## src/rtl/rocc_router.sv

```systemverilog
// rtl/rocc_router.sv - RoCC command router to NrAcc accelerators with round-robin response return
// Optional per-channel watchdog: define ROCC_ROUTER_TIMEOUT_EN.
module rocc_router #(
    parameter int unsigned NrAcc          = 2,
    parameter int unsigned CmdW           = 160,
    parameter int unsigned RespW          = 69,
    parameter int unsigned SelLsb         = 7,
    parameter int unsigned RdLsb          = 12,
    parameter int unsigned MaxOutstanding = 4,
    parameter int unsigned WakeCycles     = 16,
    parameter int unsigned TimeoutCycles  = 1024
) (
    input  logic                     clk_i,
    input  logic                     rst_i,
    input  logic [CmdW-1:0]          cmd_i,
    input  logic                     cmd_valid_i,
    output logic                     cmd_ready_o,
    output logic [RespW-1:0]         resp_o,
    output logic                     resp_valid_o,
    input  logic                     resp_ready_i,
    output logic [NrAcc*CmdW-1:0]    acc_cmd_o,
    output logic [NrAcc-1:0]         acc_cmd_valid_o,
    input  logic [NrAcc-1:0]         acc_cmd_ready_i,
    input  logic [NrAcc*RespW-1:0]   acc_resp_i,
    input  logic [NrAcc-1:0]         acc_resp_valid_i,
    output logic [NrAcc-1:0]         acc_resp_ready_o,
    output logic                     busy_o,
    output logic                     awake_o,
    output logic [NrAcc-1:0]         err_o
);

    localparam int unsigned SelW  = (NrAcc > 1) ? $clog2(NrAcc) : 1;
    localparam int unsigned NrReq = NrAcc + 1;
    localparam int unsigned PtrW  = $clog2(NrReq);
    localparam int unsigned CntW  = $clog2(MaxOutstanding + 1);
    localparam int unsigned WakeW = (WakeCycles > 0) ? $clog2(WakeCycles + 1) : 1;
    localparam logic [CntW-1:0]  MaxCnt  = CntW'(MaxOutstanding);
    localparam logic [WakeW-1:0] WakeEnd = WakeW'(WakeCycles);
    localparam logic [PtrW-1:0]  ErrIdx  = PtrW'(NrAcc);

    logic [WakeW-1:0] wake_cnt;
    logic             awake;
    logic [CntW-1:0]  cnt [NrAcc];
    logic [NrAcc-1:0] has_room;
    logic [NrAcc-1:0] cmd_fire;
    logic [NrAcc-1:0] resp_fire;
    logic [SelW-1:0]  sel;
    logic             sel_hit;
    logic             err_load;
    logic             err_take;
    logic             err_valid;
    logic [4:0]       err_rd;
    logic [NrReq-1:0] req;
    logic [PtrW-1:0]  ptr;
    logic [PtrW-1:0]  grant_idx;
    logic             grant_valid;
    logic             resp_load;
    logic             resp_take;
    logic [RespW-1:0] grant_data;
    logic [RespW-1:0] resp_q;
    logic             resp_valid_q;
    logic             any_outstanding;

    // Requester index (base + off) modulo NrReq; the error slot is the last requester.
    function automatic logic [PtrW-1:0] rr_next(input logic [PtrW-1:0] base, input int unsigned off);
        int unsigned s;
        s = 32'(base) + off;
        if (s >= NrReq) s = s - NrReq;
        return PtrW'(s);
    endfunction

    always_ff @(posedge clk_i) begin
        if (rst_i) begin
            wake_cnt <= '0;
        end else if (wake_cnt != WakeEnd) begin
            wake_cnt <= wake_cnt + 1'b1;
        end
    end

    assign awake   = (wake_cnt == WakeEnd);
    assign awake_o = awake;

    assign acc_cmd_o = {NrAcc{cmd_i}};
    assign sel       = cmd_i[SelLsb +: SelW];

    always_comb begin
        for (int k = 0; k < NrAcc; k++) begin
            has_room[k] = (cnt[k] < MaxCnt);
        end
    end

    // Command valid never waits on ready; selects beyond NrAcc go to the local error slot.
    always_comb begin
        acc_cmd_valid_o = '0;
        cmd_fire        = '0;
        sel_hit         = 1'b0;
        cmd_ready_o     = 1'b0;
        for (int k = 0; k < NrAcc; k++) begin
            if (sel == SelW'(k)) begin
                sel_hit            = 1'b1;
                acc_cmd_valid_o[k] = cmd_valid_i & awake & has_room[k];
                cmd_ready_o        = awake & acc_cmd_ready_i[k] & has_room[k];
                cmd_fire[k]        = cmd_valid_i & awake & acc_cmd_ready_i[k] & has_room[k];
            end
        end
        if (!sel_hit) begin
            cmd_ready_o = awake & !err_valid;
        end
    end

    assign err_load = cmd_valid_i & !sel_hit & awake & !err_valid;

    assign req = {err_valid, acc_resp_valid_i};

    // Scan downward so the requester closest to the pointer wins.
    always_comb begin
        grant_valid = 1'b0;
        grant_idx   = '0;
        for (int i = int'(NrReq) - 1; i >= 0; i--) begin
            if (req[rr_next(ptr, i)]) begin
                grant_valid = 1'b1;
                grant_idx   = rr_next(ptr, i);
            end
        end
    end

    always_comb begin
        grant_data = RespW'({err_rd, {64{1'b1}}});
        for (int k = 0; k < NrAcc; k++) begin
            if (grant_idx == PtrW'(k)) begin
                grant_data = acc_resp_i[k*RespW +: RespW];
            end
        end
    end

    assign resp_load = !resp_valid_q | resp_ready_i;
    assign resp_take = resp_load & grant_valid;
    assign err_take  = resp_take & (grant_idx == ErrIdx);

    always_comb begin
        for (int k = 0; k < NrAcc; k++) begin
            resp_fire[k] = resp_take & (grant_idx == PtrW'(k));
        end
    end

    assign acc_resp_ready_o = resp_fire;

    always_ff @(posedge clk_i) begin
        if (rst_i) begin
            resp_valid_q <= 1'b0;
            resp_q       <= '0;
            ptr          <= '0;
            err_valid    <= 1'b0;
            err_rd       <= '0;
        end else begin
            if (resp_take) begin
                resp_valid_q <= 1'b1;
                resp_q       <= grant_data;
                ptr          <= rr_next(grant_idx, 1);
            end else if (resp_ready_i) begin
                resp_valid_q <= 1'b0;
            end
            if (err_load) begin
                err_valid <= 1'b1;
                err_rd    <= cmd_i[RdLsb +: 5];
            end else if (err_take) begin
                err_valid <= 1'b0;
            end
        end
    end

    assign resp_o       = resp_q;
    assign resp_valid_o = resp_valid_q;

    // A response with nothing outstanding is still forwarded; the count just stays at zero.
    always_ff @(posedge clk_i) begin
        for (int k = 0; k < NrAcc; k++) begin
            if (rst_i) begin
                cnt[k] <= '0;
            end else if (cmd_fire[k] && !resp_fire[k]) begin
                cnt[k] <= cnt[k] + 1'b1;
            end else if (!cmd_fire[k] && resp_fire[k] && (cnt[k] != '0)) begin
                cnt[k] <= cnt[k] - 1'b1;
            end
        end
    end

    always_comb begin
        any_outstanding = 1'b0;
        for (int k = 0; k < NrAcc; k++) begin
            any_outstanding = any_outstanding | (cnt[k] != '0);
        end
    end

    assign busy_o = any_outstanding | resp_valid_q | err_valid;

`ifdef ROCC_ROUTER_TIMEOUT_EN
    localparam int unsigned      WdW   = $clog2(TimeoutCycles + 1);
    localparam logic [WdW-1:0]   WdEnd = WdW'(TimeoutCycles);

    logic [WdW-1:0]   wd [NrAcc];
    logic [NrAcc-1:0] err_q;

    always_ff @(posedge clk_i) begin
        for (int k = 0; k < NrAcc; k++) begin
            if (rst_i) begin
                wd[k]    <= '0;
                err_q[k] <= 1'b0;
            end else begin
                if ((cnt[k] == '0) || resp_fire[k]) begin
                    wd[k] <= '0;
                end else if (wd[k] != WdEnd) begin
                    wd[k] <= wd[k] + 1'b1;
                end
                if (wd[k] == WdEnd) begin
                    err_q[k] <= 1'b1;
                end
            end
        end
    end

    assign err_o = err_q;
`else
    assign err_o = '0;
`endif

endmodule

```

## config.mk

```make
export PLATFORM = sky130hd
export DESIGN_NAME = rocc_router
export DESIGN_NICKNAME = d
export VERILOG_FILES = /design/src/rtl/rocc_router.sv
export SDC_FILE = /design/constraint.sdc
export NUM_CORES = 1
export LEC_CHECK = 0
export CAP_MARGIN = 20
export CORE_AREA = 3 3 270 272
export DETAILED_ROUTE_END_ITERATION = 8
export DIE_AREA = 0 0 273 275
export GPL_ROUTABILITY_DRIVEN = 0
export HOLD_SLACK_MARGIN = 0.05
export PLACE_DENSITY_LB_ADDON = 0.05
export SLEW_MARGIN = 25
export SYNTH_ARGS = -nofsm -noshare
export SYNTH_HDL_FRONTEND = slang
export SYNTH_SLANG_ARGS = --single-unit
```

## constraint.sdc

```tcl
create_clock -name clk_i -period 8 [get_ports clk_i]
set_input_delay 1.6 -clock clk_i [delete_from_list [all_inputs] [get_ports clk_i]]
set_output_delay 1.6 -clock clk_i [all_outputs]
set_load 0.02 [all_outputs]
```

* After elaboration in Yosys (flattened, before gate mapping)
Memories as Yosys holds them, arrays and structs flattened. Index checks and enable logic that the tools add are counted. Widths: inputs -> output; s select.
Storage, ports and cells: register bits 77, memory bits (writable) 6, input port bits 306, output and inout bits 399, logic and storage cells 110, memories 1
Cells by class: add/subtract/negate cells 12, magnitude comparators 9, equality and inequality tests 3, multiplexer cells 45, bitwise logic cells 21, reduce and logical (&&, ||, !) cells 15
Memories:
- cnt | words 2, width 3, rd ports 2, clocked after memory_dff 0, wr ports 2, RTL line 43 | logic [CntW-1:0] cnt [NrAcc];
Operator list (number):
- $mux 69 | 2
- $mux 1 | 29
- $and 1x1->1 | 14
- $mux 2 | 7
- $mux 3 | 4
- $ge 3x2->1 const B | 3
- $lt 2x3->1 const B | 3
- $sub 2x2->2 const B | 4
- $or 1x1->1 | 7
- $add 2x1->3 const B | 2
- $add 3x1->3 const B | 2
- $bmux 1 s2 | 3
- $logic_and 1x1->1 | 6
- $lt 3x3->1 const B | 2
- $reduce_bool 3->1 | 2
- $sub 3x1->3 const B | 2
- $add 5x1->5 const B | 1
- $eq 5x5->1 const B | 1
- $logic_not 1->1 | 5
- $ne 5x5->1 const B | 1
- $add 2x2->3 const B | 1
- $eq 2x1->1 const B | 1
- $ge 2x2->1 const B | 1
- $logic_not 2->1 | 1
- $reduce_bool 2->1 | 1

* Depth between registers and ports, before layout
Gate-level depths: netlist of run 1.
word-level depth 17, gate-level depth with buffers 15, depth with buffers taken out 14

* Worst setup path after synthesis of run 1
Ideal clock, no wire load.
path kind input to output, from input acc_resp_valid_i[0], to output acc_resp_ready_o[1], arrival time 2486 ps, data required time 6400 ps, setup slack 3914 ps, stages 7, buffers on the path 1, path through a21oi_1 o31ai_1 inv_1 ha_1 clkbuf_2 nand2_1 inv_1
On the way: word-level cells in the longest chain between the ends 7, elaborated cells on any way between the ends 15, those cells by class 1 x eq/ne; 12 x mux; 2 x bitwise
RTL lines:
- start: declaration | RTL line 25 | input logic [NrAcc-1:0] acc_resp_valid_i,
- $bmux 1 s2 | RTL line 120 | if (req[rr_next(ptr, i)]) begin
- $mux 1 (not written as such) | RTL line 120
- $mux 2 or $mux 1 (tied branches) (3 in series) | RTL line 120
- $eq 2x1->1 or $and 1x1->1 (tied branches) | RTL line 142, 137
- $and 1x1->1 (*) | RTL line 142 | resp_fire[k] = resp_take & (grant_idx == PtrW'(k));
- end: declaration | RTL line 26 | output logic [NrAcc-1:0] acc_resp_ready_o,
Every way passes the cells marked *; elsewhere a longest branch is shown, timed or not. The select of a mux whose other input is x is not followed.

* Worst setup path after layout of run 1
from input acc_resp_valid_i[0], to output acc_resp_ready_o[0]
On the way: word-level cells in the longest chain between the ends 7, elaborated cells on any way between the ends 15, those cells by class 12 x mux; 2 x bitwise; 1 x reduce/logical
RTL lines (RTL line):
- $bmux 1 s2 | 120
- $mux 1 (not written as such) | 120
- $mux 1 or $mux 2 (tied branches) (3 in series) | 120
- $and 1x1->1 or $logic_not 2->1 (tied branches) | 137, 142
- $and 1x1->1 (*) | 142
Marked as above.

==> results of run 1 <==
==> state kept, by name, summed over array words and instances (netlist names) <==
| name | cells |
|---|---|
| resp_valid_o | 1 |
| ptr | 2 |
| wake_cnt | 5 |
| resp_o | 69 |
| cnt | 6 |
==> logic make-up (layout without fill, tap and decap cells) <==
| kind of cell | count (synthesis) | count (layout) |
|---|---|---|
| muxes | 1 | 1 |
| buffers and inverters | 375 | 264 |
| other | 2 | 4 |
| AOI/OAI and AO/OA | 21 | 21 |
| adders and majority gates | 12 | 12 |
| xor gates and xnor gates | 5 | 5 |
| DFF | 83 | 83 |
| and+or+nand+nor | 311 | 311 |
==> power groups by stage <==
stage / Combinational [mW] / Clock (mW) / Sequential [mW]
after floorplan: 0.351 / 0 / 0.538
after global placement: 0.393 / 0 / 0.500
after detailed placement: 0.386 / 0 / 0.499
after CTS: 0.388 / 0.526 / 0.490
after global routing: 0.408 / 0.530 / 0.495
final: 0.370 / 0.472 / 0.488
==> metal layers <==
layer / wire length [microns] / share of wire
met2: 14400 / 0.48
met4: 1330 / 0.045
met3: 3080 / 0.10
met1: 10900 / 0.37
met5: 0 / 0
==> critical path, cell delays in order <==
cell	delay, ns
clkdlybuf4s50_1	0.51
a21oi_1	0.06
o31ai_1	0.35
ha_1	0.33
and3_4	0.25
clkdlybuf4s50_1	0.60
==> layout make-up <==
class	instances	area, sq um	share of cell area
Sequential cell	83	1720	0.229
Clock inverter	5	53.8	0.00714
Multi-Input combinational cell	354	1970	0.261
Timing Repair Buffer	232	2300	0.306
Tap cell	950	1190	0.158
Inverter	16	66.3	0.00880
Clock buffer	11	233	0.0309
==> synth_stat cells, drive strengths merged, types with 2 or more instances <==
cell type and n:
xor2 2, inv 16, nand4 2, ha 11
nor2b 3, dfxtp 77, xnor2 3, nor3 76
nor2 142, clkbuf 9, edfxtp 6, buf 350
a211oi 2, nor4 64, and3 2, nand2b 3
nand3 5, a21oi 7, conb 2, a221oi 4
nand2 7
==> through the flow <==
stage                     area, sq um  cells   util  setup WS (ns)  total power, mW
final                            7530   1651  0.106           2.70             1.33
after detailed placement         7250   1635  0.102           2.67            0.885
after global placement           7250   1635  0.102           2.73            0.892
after floorplan                  6340    812      -           3.91            0.889
after global routing             7530   1651  0.106           2.51             1.43
after CTS                        7530   1651  0.106           2.66             1.40
==> worst max-delay path by stage <==
stage	from	slack, ns	depth (start not counted)	endpoint
2_1_floorplan	acc_resp_valid_i[0]	3.91	7	acc_resp_ready_o[1]
3_3_place_gp	acc_resp_valid_i[0]	2.73	6	acc_resp_ready_o[0]
3_5_place_dp	acc_resp_valid_i[0]	2.67	6	acc_resp_ready_o[0]
4_1_cts	acc_resp_valid_i[0]	2.66	6	acc_resp_ready_o[0]
5_1_grt	acc_resp_valid_i[0]	2.51	6	acc_resp_ready_o[0]
6_report	acc_resp_valid_i[0]	2.70	6	acc_resp_ready_o[0]
==> metrics.log, run 1 <==
[metrics] result of the run: completed
[metrics] top library cells by usage in the layout, fill and taps aside: 224 x clkdlybuf4s50_1, 141 x nor2_1, 77 x dfxtp_1
[metrics] depth of the most critical reg-to-reg path: 15
[metrics] # H-tree levels: 3
[metrics] RSZ-0062 raised after global routing: no
[metrics] largest buffer count on any clock path: 2
[metrics] Row Count: 98
[metrics] power share of the sequential group: 0.367
[metrics] WL final: 29700 microns
[metrics] kind of start point of the critical path: input pin
[metrics] global-route total usage across every layer: 0.0776
[metrics] final setup violation count: 0
[metrics] top post-synthesis cells by area: buf_4 39%, dfxtp_1 24%, nor2_1 8.4%
[metrics] cell chosen for the clock root: clkbuf_16
[metrics] share of post-route cells with drive strength above 1: 0.0499
[metrics] number of cells traversed by the worst hold path: 2
[metrics] detailed placement HPWL: 21500 microns
[metrics] mean routed wirelength per cell: 18.0 microns
[metrics] transition time at the pin with the least slew margin: 0.711 ns
[metrics] met1 usage in global routing: 0.0793
[metrics] via count: 4651
[metrics] DRC Markers: 0
[metrics] Max Freq: 189 MHz
[metrics] sequential share of the synthesized area: 0.272
[metrics] vias in the first global route: between 5000 and 6000
[metrics] Hold Path Sink: resp_o[61]$_SDFFE_PP0P_
[metrics] skew final: 0.0102 ns
[metrics] R2R Setup Slk: 4.21 ns
[metrics] GR met3 Demand/Resource: 0.0406
[metrics] total negative slack for setup checks: 0 ns
[metrics] initial antenna violation count: 0
[metrics] number of register bits inferred by synthesis: 83
[metrics] type of the worst min-delay path: reg -> reg
[metrics] share of synthesized cell area in and, or, nand and nor gates: 0.245
[metrics] Yosys warning count: 0
[metrics] number of clock sinks seen by CTS: 83
[metrics] wire length of the first global-routing pass: 40600 microns
[metrics] clock group share of total power: 0.355
[metrics] area share of the largest cell type after synthesis: 0.389
[metrics] final number of hold-violating endpoints: 0
[metrics] beginning of the worst register-to-register path: ptr[0]$_SDFFE_PP0P_
[metrics] max capacitance violation total: 0
[metrics] vertical extent of the die: 275 microns
[metrics] area growth from synthesis to final layout: 18.9%
[metrics] Leak: 2.49 nW
[metrics] Cell Int Power: 0.878 mW
[metrics] net switching power figure: 0.453 mW
[metrics] arithmetic-cell share of the synthesized area counting full adders, half adders and majority gates: 0.0249
[metrics] critical path data arrival time: 3.70 ns
[metrics] most common cell after layout, fill and taps aside: clkdlybuf4s50_1
[metrics] Main synth FF type: dfxtp_1
[metrics] standard cell core area: 71000 sq um
[metrics] number of buffers inserted to repair setup after CTS: 0
[metrics] WS Path Type: in -> out
[metrics] via count normalized by instance count: 2.82
[metrics] Switching Share: 0.340
[metrics] destination of the worst register-to-register timing path: cnt[1][2]$_SDFFCE_PN0P_
[metrics] number of distinct standard cells referenced by the synthesized netlist: 47
[metrics] count of hold-fix buffers inserted at cts: 0
[metrics] Final period util: 0.662
[metrics] fill cell total of the finished layout: a little over 8000
[metrics] power per unit of standard cell area: about 180 nW/um^2
[metrics] gr busiest metal: met2
[metrics] compound-cell area share of the yosys netlist: 0.0274
[metrics] M2 GR Usage: 0.130
[metrics] first drt pass iteration count: 4
[metrics] multiplexer share of the synthesized area: 0.00158
[metrics] count of antenna diodes in the layout: 0
[metrics] cell type contributing the most total cell area after synthesis: buf_4
[metrics] violation count after the first detailed-route iteration: 87
[metrics] clk slew on worst S/H paths: 0.07 ns
[metrics] pin count of the biggest net entering global routing: 48
[metrics] Total Nets Final: 1014
[metrics] worst endpoint required time: 6.40 ns
[metrics] I/O pin count: approximately 710
[metrics] Synth async-reset ratio: 0
[metrics] relative max-transition margin: 0.526
[metrics] synthesized area divided by synthesized cell count: 7.82 sq um
[metrics] worst hold slack: 0.495 ns
[metrics] worst hold start: resp_o[61]$_SDFFE_PP0P_
[metrics] initial standard-cell utilization of the core: 0.0892
[metrics] critical path endpoint category: output port
[metrics] Horiz. Die Dim: 273 microns
[metrics] worst-skew pair later-pin latency: 0.38 ns
[metrics] total CTS buffers: 9
[metrics] post-layout min period: about 5.3 ns
[metrics] grt total ovfl: 0
[metrics] maximum resistive drop on vdd: 0.0777 mV
[metrics] number of enable-type register cells in the synthesized netlist: 6
[metrics] number of pins exceeding their max-slew limit in the final report: 0
[metrics] clock tree from TritonCTS: built
[metrics] Crit Path Max Fanout: 4
[metrics] Cell Area, Synth: around 6300 sq um
[metrics] post-cts repair resize count: 0
[metrics] count of input and output buffers: 225
[metrics] power share of the combinational group: 0.278
[metrics] fraction of synthesized cell area in xor and xnor cells: 0.00691
[metrics] antenna-violating nets left: 0
[metrics] largest family of logic cells by synthesized area: buffers and inverters
[metrics] Post-Synthesis Cells: 810
[metrics] floorplan die area: between 70000 and 80000 sq um
Note: power is estimated with default switching activity, not from simulation.
==> inputs of run 2 (changes only) <==
==> constraint.sdc (replaced) <==
create_clock -name clk_i -period 4.55 [get_ports clk_i]
set_input_delay 0.91 -clock clk_i [delete_from_list [all_inputs] [get_ports clk_i]]
set_output_delay 0.91 -clock clk_i [all_outputs]
set_load 0.02 [all_outputs]
==> metrics.log, run 2 (synthesis gave the netlist of run 1 again) <==
[metrics] crit path setup slack, layout: 0.690 ns (-2.01 ns)
[metrics] critical path endpoint category: output port
[metrics] share of post-route cells with drive strength above 1: 0.0527 (+0.00278)
[metrics] global-route total usage across every layer: 0.0778 (+0.000173)
[metrics] Max Freq: 259 MHz
[metrics] initial standard-cell utilization of the core: 0.0892 (unchanged)
[metrics] WL final: 29700 microns (about the same)
[metrics] total area of multi-input combinational cells: 1970 sq um (unchanged)
[metrics] final non-filler cell total: 1652 (+0.061%)
[metrics] worst endpoint required time: 3.64 ns (-2.76 ns)
[metrics] floorplan die area: 75100 sq um (unchanged)
[metrics] R2R Setup Slk: 0.96 ns (-3.25 ns)
[metrics] destination of the critical timing path: acc_resp_ready_o[0]
[metrics] sequential standard cell area: 1720 sq um (unchanged)
[metrics] Final period util: 0.848
[metrics] standard cell core area: 71000 sq um (unchanged)
[metrics] count of hold-fix buffers inserted at cts: 0 (unchanged)
[metrics] count of input and output buffers: 225 (unchanged)
[metrics] via count: 4668 (+0.37%)
[metrics] kind of start point of the critical path: input pin
[metrics] Total Nets Final: 1015 (+0.099%)
[metrics] worst-skew pair later-pin latency: 0.38 ns (about the same)
[metrics] Leak: 2.50 nW (+0.75%)
[metrics] type of the worst min-delay path: reg -> reg
[metrics] total CTS buffers: 9 (unchanged)
[metrics] cell chosen for the clock root: clkbuf_16
[metrics] design area: 7580 sq um (+0.63%)
[metrics] launching instance or port of the critical path: acc_resp_valid_i[0]
[metrics] violation count after the first detailed-route iteration: 109 (+25%)
[metrics] post-cts repair resize count: 0 (unchanged)
[metrics] initial antenna violation count: 0 (unchanged)
[metrics] DRC Markers: 0 (unchanged)
[metrics] number of clock sinks seen by CTS: 83 (unchanged)
[metrics] RSZ-0062 raised after global routing: no
[metrics] final setup violation count: 0 (unchanged)
[metrics] Row Count: 98 (unchanged)
[metrics] critical-path cell with the highest stage delay: clkdlybuf4s50_1
[metrics] critical path data arrival time: 2.95 ns (-0.75 ns)
[metrics] clk slew on worst S/H paths: 0.07 ns (about the same)
[metrics] post-detailed-placement cell area: 7270 sq um (+0.28%)
[metrics] vertical extent of the die: 275 microns (unchanged)
[metrics] antenna-violating nets left: 0 (unchanged)
[metrics] depth of the most critical reg-to-reg path: 14 (-1)
[metrics] fill cell total of the finished layout: 8258 (+0.30%)
[metrics] area growth from synthesis to final layout: 19.6%
[metrics] top library cells by usage in the layout, fill and taps aside: 224 x clkdlybuf4s50_1, 141 x nor2_1, 77 x dfxtp_1
[metrics] utilization after layout: 0.107 (+0.000670)
[metrics] power per unit of standard cell area: 313 nW/um^2 (+77%)
[metrics] WS Path Type: in -> out
[metrics] number of pins exceeding their max-slew limit in the final report: 0 (unchanged)
[metrics] clock tree from TritonCTS: built
[metrics] largest incremental delay on the critical path: 0.61 ns (about the same)
[metrics] relative max-transition margin: 0.404 (-0.122)
[metrics] transition time at the pin with the least slew margin: 0.893 ns (+0.183 ns)
[metrics] Horiz. Die Dim: 273 microns (unchanged)
[metrics] mean routed wirelength per cell: 18.0 microns (-0.11%)
[metrics] maximum resistive drop on vdd: 0.120 mV (+55%)
[metrics] wire length of the first global-routing pass: 41100 microns (+1.3%)
[metrics] skew final: 0.0179 ns (+0.00768 ns)
[metrics] final number of hold-violating endpoints: 0 (unchanged)
[metrics] number of placed instances with taps included: 1636 (+0.061%)
[metrics] most common cell after layout, fill and taps aside: clkdlybuf4s50_1
[metrics] # H-tree levels: 3 (unchanged)
[metrics] post-layout min period: about 3.9 ns
[metrics] largest buffer count on any clock path: 2 (unchanged)
[metrics] beginning of the worst register-to-register path: ptr[0]$_SDFFE_PP0P_
[metrics] first drt pass iteration count: 4 (unchanged)
[metrics] sequence of cells on the critical path: clkdlybuf4s50_1 -> a21oi_1 -> o31ai_1 -> ha_1 -> and3_4 -> clkdlybuf4s50_1
[metrics] I/O pin count: 705 (unchanged)
[metrics] post-place setup slack: 0.581 ns (-2.09 ns)
[metrics] max capacitance violation total: 0 (unchanged)
[metrics] count of antenna diodes in the layout: 0 (unchanged)
[metrics] detailed placement HPWL: 21400 microns (-0.82%)
[metrics] destination of the worst register-to-register timing path: cnt[1][2]$_SDFFCE_PN0P_
[metrics] number of buffers inserted to repair setup after CTS: 0 (unchanged)
[metrics] grt total ovfl: 0 (unchanged)
[metrics] Crit Path Max Fanout: 4 (unchanged)
[metrics] via count normalized by instance count: 2.83 (+0.30%)
[metrics] vias in the first global route: 5417 (+3.2%)
[metrics] flip-flop count of the largest register after layout: 69 (unchanged)
[metrics] total negative slack for setup checks: 0 ns (unchanged)
[metrics] result of the run: completed
[metrics] number of cells traversed by the worst hold path: 2 (unchanged)
[metrics] pin count of the biggest net entering global routing: 68 (+42%)
[metrics] crit-path most repeated cell: clkdlybuf4s50_1
-- run 2: changes by cell type in the layout (fill, tap and decap cells not counted), sizes merged --
cell	previous run	this run
clkinv	5	4
buf	8	9
clkinvlp	0	1
-- run 2: stage by stage --
stage          hold slack (ns)  total power [mW]
6_report                 0.495              2.37
5_1_grt                  0.525              2.55
4_1_cts                  0.504              2.50
3_5_place_dp             0.491              1.56
3_3_place_gp             0.488              1.57
2_1_floorplan            0.462              1.56
-- run 2: how the worst min path moves through the flow --
stage,endpoint,slack [ns],start
floorplan,wake_cnt[1]$_SDFFE_PP0P_,0.46,wake_cnt[1]$_SDFFE_PP0P_
global placement,resp_o[68]$_SDFFE_PP0P_,0.49,resp_o[68]$_SDFFE_PP0P_
detailed placement,resp_o[54]$_SDFFE_PP0P_,0.49,resp_o[54]$_SDFFE_PP0P_
CTS,resp_o[60]$_SDFFE_PP0P_,0.50,resp_o[60]$_SDFFE_PP0P_
global route,resp_o[8]$_SDFFE_PP0P_,0.52,resp_o[8]$_SDFFE_PP0P_
finish,resp_o[0]$_SDFFE_PP0P_,0.50,resp_o[0]$_SDFFE_PP0P_
-- run 2: critical path, delay by kind of cell --
| family | cells | cell delay [ns] |
|---|---|---|
| buf+inv | 2 | 1.11 |
| compound gates | 2 | 0.38 |
| simple gates | 1 | 0.24 |
| fa+ha+maj | 1 | 0.31 |
-- run 2: cell type report --
| cell class | count | area share |
|---|---|---|
| inverter | 16 | 0.00875 |
| sequential | 83 | 0.227 |
| clock buffer | 11 | 0.0335 |
| clock inverter | 5 | 0.00792 |
| timing repair buffer | 233 | 0.306 |
| tap | 950 | 0.157 |
| multi-input combinational | 354 | 0.259 |
-- run 2: routing by layer --
metal	routed length (microns)	vias to the layer above	GRT usage	share of wire
met1	10700	2117	0.0768	0.36
met3	2980	105	0.0401	0.10
met4	1290	0	0.0392	0.043
met5	0	-	0	0
met2	14800	319	0.134	0.50
li1	-	2127	-	-
-- run 2: power breakdown --
part	internal, mW	switching [mW]
Clock	0.462	0.398
Combinational	0.309	0.347
Sequential	0.810	0.0466
==> inputs of run 3 (changes only) <==
--- a/config.mk
+++ b/config.mk
@@ -6,9 +6,9 @@
 export NUM_CORES = 1
 export LEC_CHECK = 0
 export CAP_MARGIN = 20
-export CORE_AREA = 3 3 270 272
+export CORE_AREA = 3 3 271 273
 export DETAILED_ROUTE_END_ITERATION = 8
-export DIE_AREA = 0 0 273 275
+export DIE_AREA = 0 0 274 276
 export GPL_ROUTABILITY_DRIVEN = 0
 export HOLD_SLACK_MARGIN = 0.05
 export PLACE_DENSITY_LB_ADDON = 0.05
==> constraint.sdc (replaced) <==
create_clock -name clk_i -period 4 [get_ports clk_i]
set_input_delay 0.8 -clock clk_i [delete_from_list [all_inputs] [get_ports clk_i]]
set_output_delay 0.8 -clock clk_i [all_outputs]
set_load 0.02 [all_outputs]
==> metrics.log, run 3 (synthesis gave the netlist of run 1 again) <==
[metrics] result of the run: completed
[metrics] pin count of the biggest net entering global routing: 50 (-26%)
[metrics] wire length of the first global-routing pass: 40800 microns (-0.72%)
[metrics] total negative slack for setup checks: 0 ns (unchanged)
[metrics] number of buffers inserted to repair setup after CTS: 0 (unchanged)
[metrics] transition time at the pin with the least slew margin: 0.747 ns (-0.147 ns)
[metrics] vertical extent of the die: 276 microns (+0.36%)
[metrics] # H-tree levels: 3 (unchanged)
[metrics] vias in the first global route: 5285 (-2.4%)
[metrics] clock tree from TritonCTS: built
[metrics] floorplan die area: 75600 sq um (+0.73%)
[metrics] WL final: 29100 microns (-2.1%)
[metrics] detailed placement HPWL: 21100 microns (-1.0%)
[metrics] type of the worst min-delay path: reg -> reg
[metrics] Total Nets Final: 1019 (+0.39%)
[metrics] most common cell after layout, fill and taps aside: clkdlybuf4s50_1
[metrics] kind of start point of the critical path: register
[metrics] critical path endpoint category: output port
[metrics] RSZ-0062 raised after global routing: no
[metrics] initial standard-cell utilization of the core: 0.0888 (-0.000460)
[metrics] count of hold-fix buffers inserted at cts: 0 (unchanged)
[metrics] Leak: 2.52 nW (+0.57%)
[metrics] count of input and output buffers: 225 (unchanged)
[metrics] skew final: 0.0222 ns (+0.00430 ns)
[metrics] total CTS buffers: 9 (unchanged)
[metrics] sequence of cells on the critical path: inv_1 -> ha_1 -> nand2b_1 -> a21boi_0 -> o31ai_1 -> inv_1 -> ha_1 -> nand2_1 -> inv_1 -> clkdlybuf4s50_1
[metrics] count of antenna diodes in the layout: 0 (unchanged)
[metrics] standard cell core area: 71400 sq um (+0.52%)
[metrics] total design power: 2.63 mW (+11%)
[metrics] Crit Path Max Fanout: 4 (unchanged)
[metrics] DRC Markers: 0 (unchanged)
[metrics] WS Path Type: reg -> out
[metrics] antenna-violating nets left: 0 (unchanged)
[metrics] share of post-route cells with drive strength above 1: 0.0581 (+0.00537)
[metrics] clk slew on worst S/H paths: 0.07 ns (about the same)
[metrics] Horiz. Die Dim: 274 microns (+0.37%)
[metrics] relative max-transition margin: 0.502 (+0.0977)
[metrics] utilization after layout: 0.107 (-0.000235)
[metrics] via count normalized by instance count: 2.83 (+0.27%)
[metrics] Max Freq: 277 MHz
[metrics] Final period util: 0.901
[metrics] initial antenna violation count: 0 (unchanged)
[metrics] global-route total usage across every layer: 0.0759 (-0.00191)
[metrics] final number of hold-violating endpoints: 0 (unchanged)
[metrics] fill cell total of the finished layout: 8337 (+0.96%)
[metrics] critical path data arrival time: 2.81 ns (-0.14 ns)
[metrics] worst hold slack: 0.495 ns (-0.000462 ns)
[metrics] number of clock sinks seen by CTS: 83 (unchanged)
[metrics] number of pins exceeding their max-slew limit in the final report: 0 (unchanged)
[metrics] power per unit of standard cell area: 346 nW/um^2 (+11%)
[metrics] I/O pin count: 705 (unchanged)
[metrics] violation count after the first detailed-route iteration: 156 (+43%)
[metrics] via count: 4692 (+0.51%)
[metrics] Row Count: 98 (unchanged)
[metrics] grt total ovfl: 0 (unchanged)
[metrics] post-cts repair resize count: 0 (unchanged)
[metrics] largest buffer count on any clock path: 2 (unchanged)
[metrics] worst endpoint required time: 3.20 ns (-0.44 ns)
[metrics] max capacitance violation total: 0 (unchanged)
[metrics] critical-path cell with the highest stage delay: clkdlybuf4s50_1
[metrics] final setup violation count: 0 (unchanged)
[metrics] area growth from synthesis to final layout: 20.0%
[metrics] top library cells by usage in the layout, fill and taps aside: 224 x clkdlybuf4s50_1, 141 x nor2_1, 77 x dfxtp_1
[metrics] worst-skew pair later-pin latency: 0.39 ns (about the same)
[metrics] final non-filler cell total: 1656 (+0.24%)
[metrics] number of placed instances with taps included: 1640 (+0.24%)
[metrics] crit-path most repeated cell: inv_1
[metrics] flip-flop count of the largest register after layout: 69 (unchanged)
[metrics] first drt pass iteration count: 4 (unchanged)
[metrics] cell chosen for the clock root: clkbuf_16
[metrics] post-layout min period: 3.61 ns
[metrics] maximum resistive drop on vdd: 0.153 mV (+27%)
[metrics] mean routed wirelength per cell: 17.6 microns (-2.4%)
[metrics] largest incremental delay on the critical path: 0.56 ns (-0.05 ns)
==> run 3: per-layer routing <==
| layer | vias to the layer above | routed length [microns] | track usage |
|---|---|---|---|
| met1 | 2131 | 10500 | 0.0764 |
| li1 | 2127 | - | - |
| met3 | 109 | 2950 | 0.0384 |
| met2 | 325 | 14300 | 0.128 |
| met5 | - | 0 | 0 |
| met4 | 0 | 1300 | 0.0396 |
==> run 3: final timing paths <==
check / cells past startpoint / start / to / slack, ns
max: 10 / ptr[0]$_SDFFE_PP0P_ / acc_resp_ready_o[1] / 0.39
min: 2 / resp_o[34]$_SDFFE_PP0P_ / resp_o[34]$_SDFFE_PP0P_ / 0.49
max reg2reg: 14 / ptr[0]$_SDFFE_PP0P_ / cnt[1][2]$_SDFFCE_PN0P_ / 0.59
min reg2reg: 2 / resp_o[34]$_SDFFE_PP0P_ / resp_o[34]$_SDFFE_PP0P_ / 0.49
==> run 3: area by class of cell <==
| cell class | instances | area [sq um] | share of cell area |
|---|---|---|---|
| Tap cell | 950 | 1190 | 0.156 |
| Sequential cell | 83 | 1720 | 0.226 |
| Multi-Input combinational cell | 354 | 1970 | 0.259 |
| Clock buffer | 11 | 243 | 0.0319 |
| Clock inverter | 5 | 38.8 | 0.00510 |
| Timing Repair Buffer | 237 | 2380 | 0.313 |
| Inverter | 16 | 66.3 | 0.00872 |
==> run 3: worst max-delay path: cells and delay by family (launching register included) <==
| kind | cells | cell delay (ns) |
|---|---|---|
| buffers and inverters | 4 | 0.79 |
| adder cells (fa/ha/maj) | 2 | 0.57 |
| AO/OA/AOI/OAI | 2 | 0.48 |
| flip-flops | 1 | 0.38 |
| AND/OR/NAND/NOR | 2 | 0.23 |
==> run 3: per-stage QoR <==
step | setup slack [ns] | area [sq um]
2_1_floorplan | 0.850 | 6340
3_5_place_dp | 0.369 | 7320
3_3_place_gp | 0.348 | 7320
6_report | 0.395 | 7600
4_1_cts | 0.333 | 7600
5_1_grt | 0.140 | 7600
==> run 3: power by group <==
group	switching [mW]	internal [mW]	total [mW]
clock network	0.463	0.443	0.906
logic	0.396	0.360	0.755
registers	0.0507	0.922	0.973
total	0.909	1.72	2.63
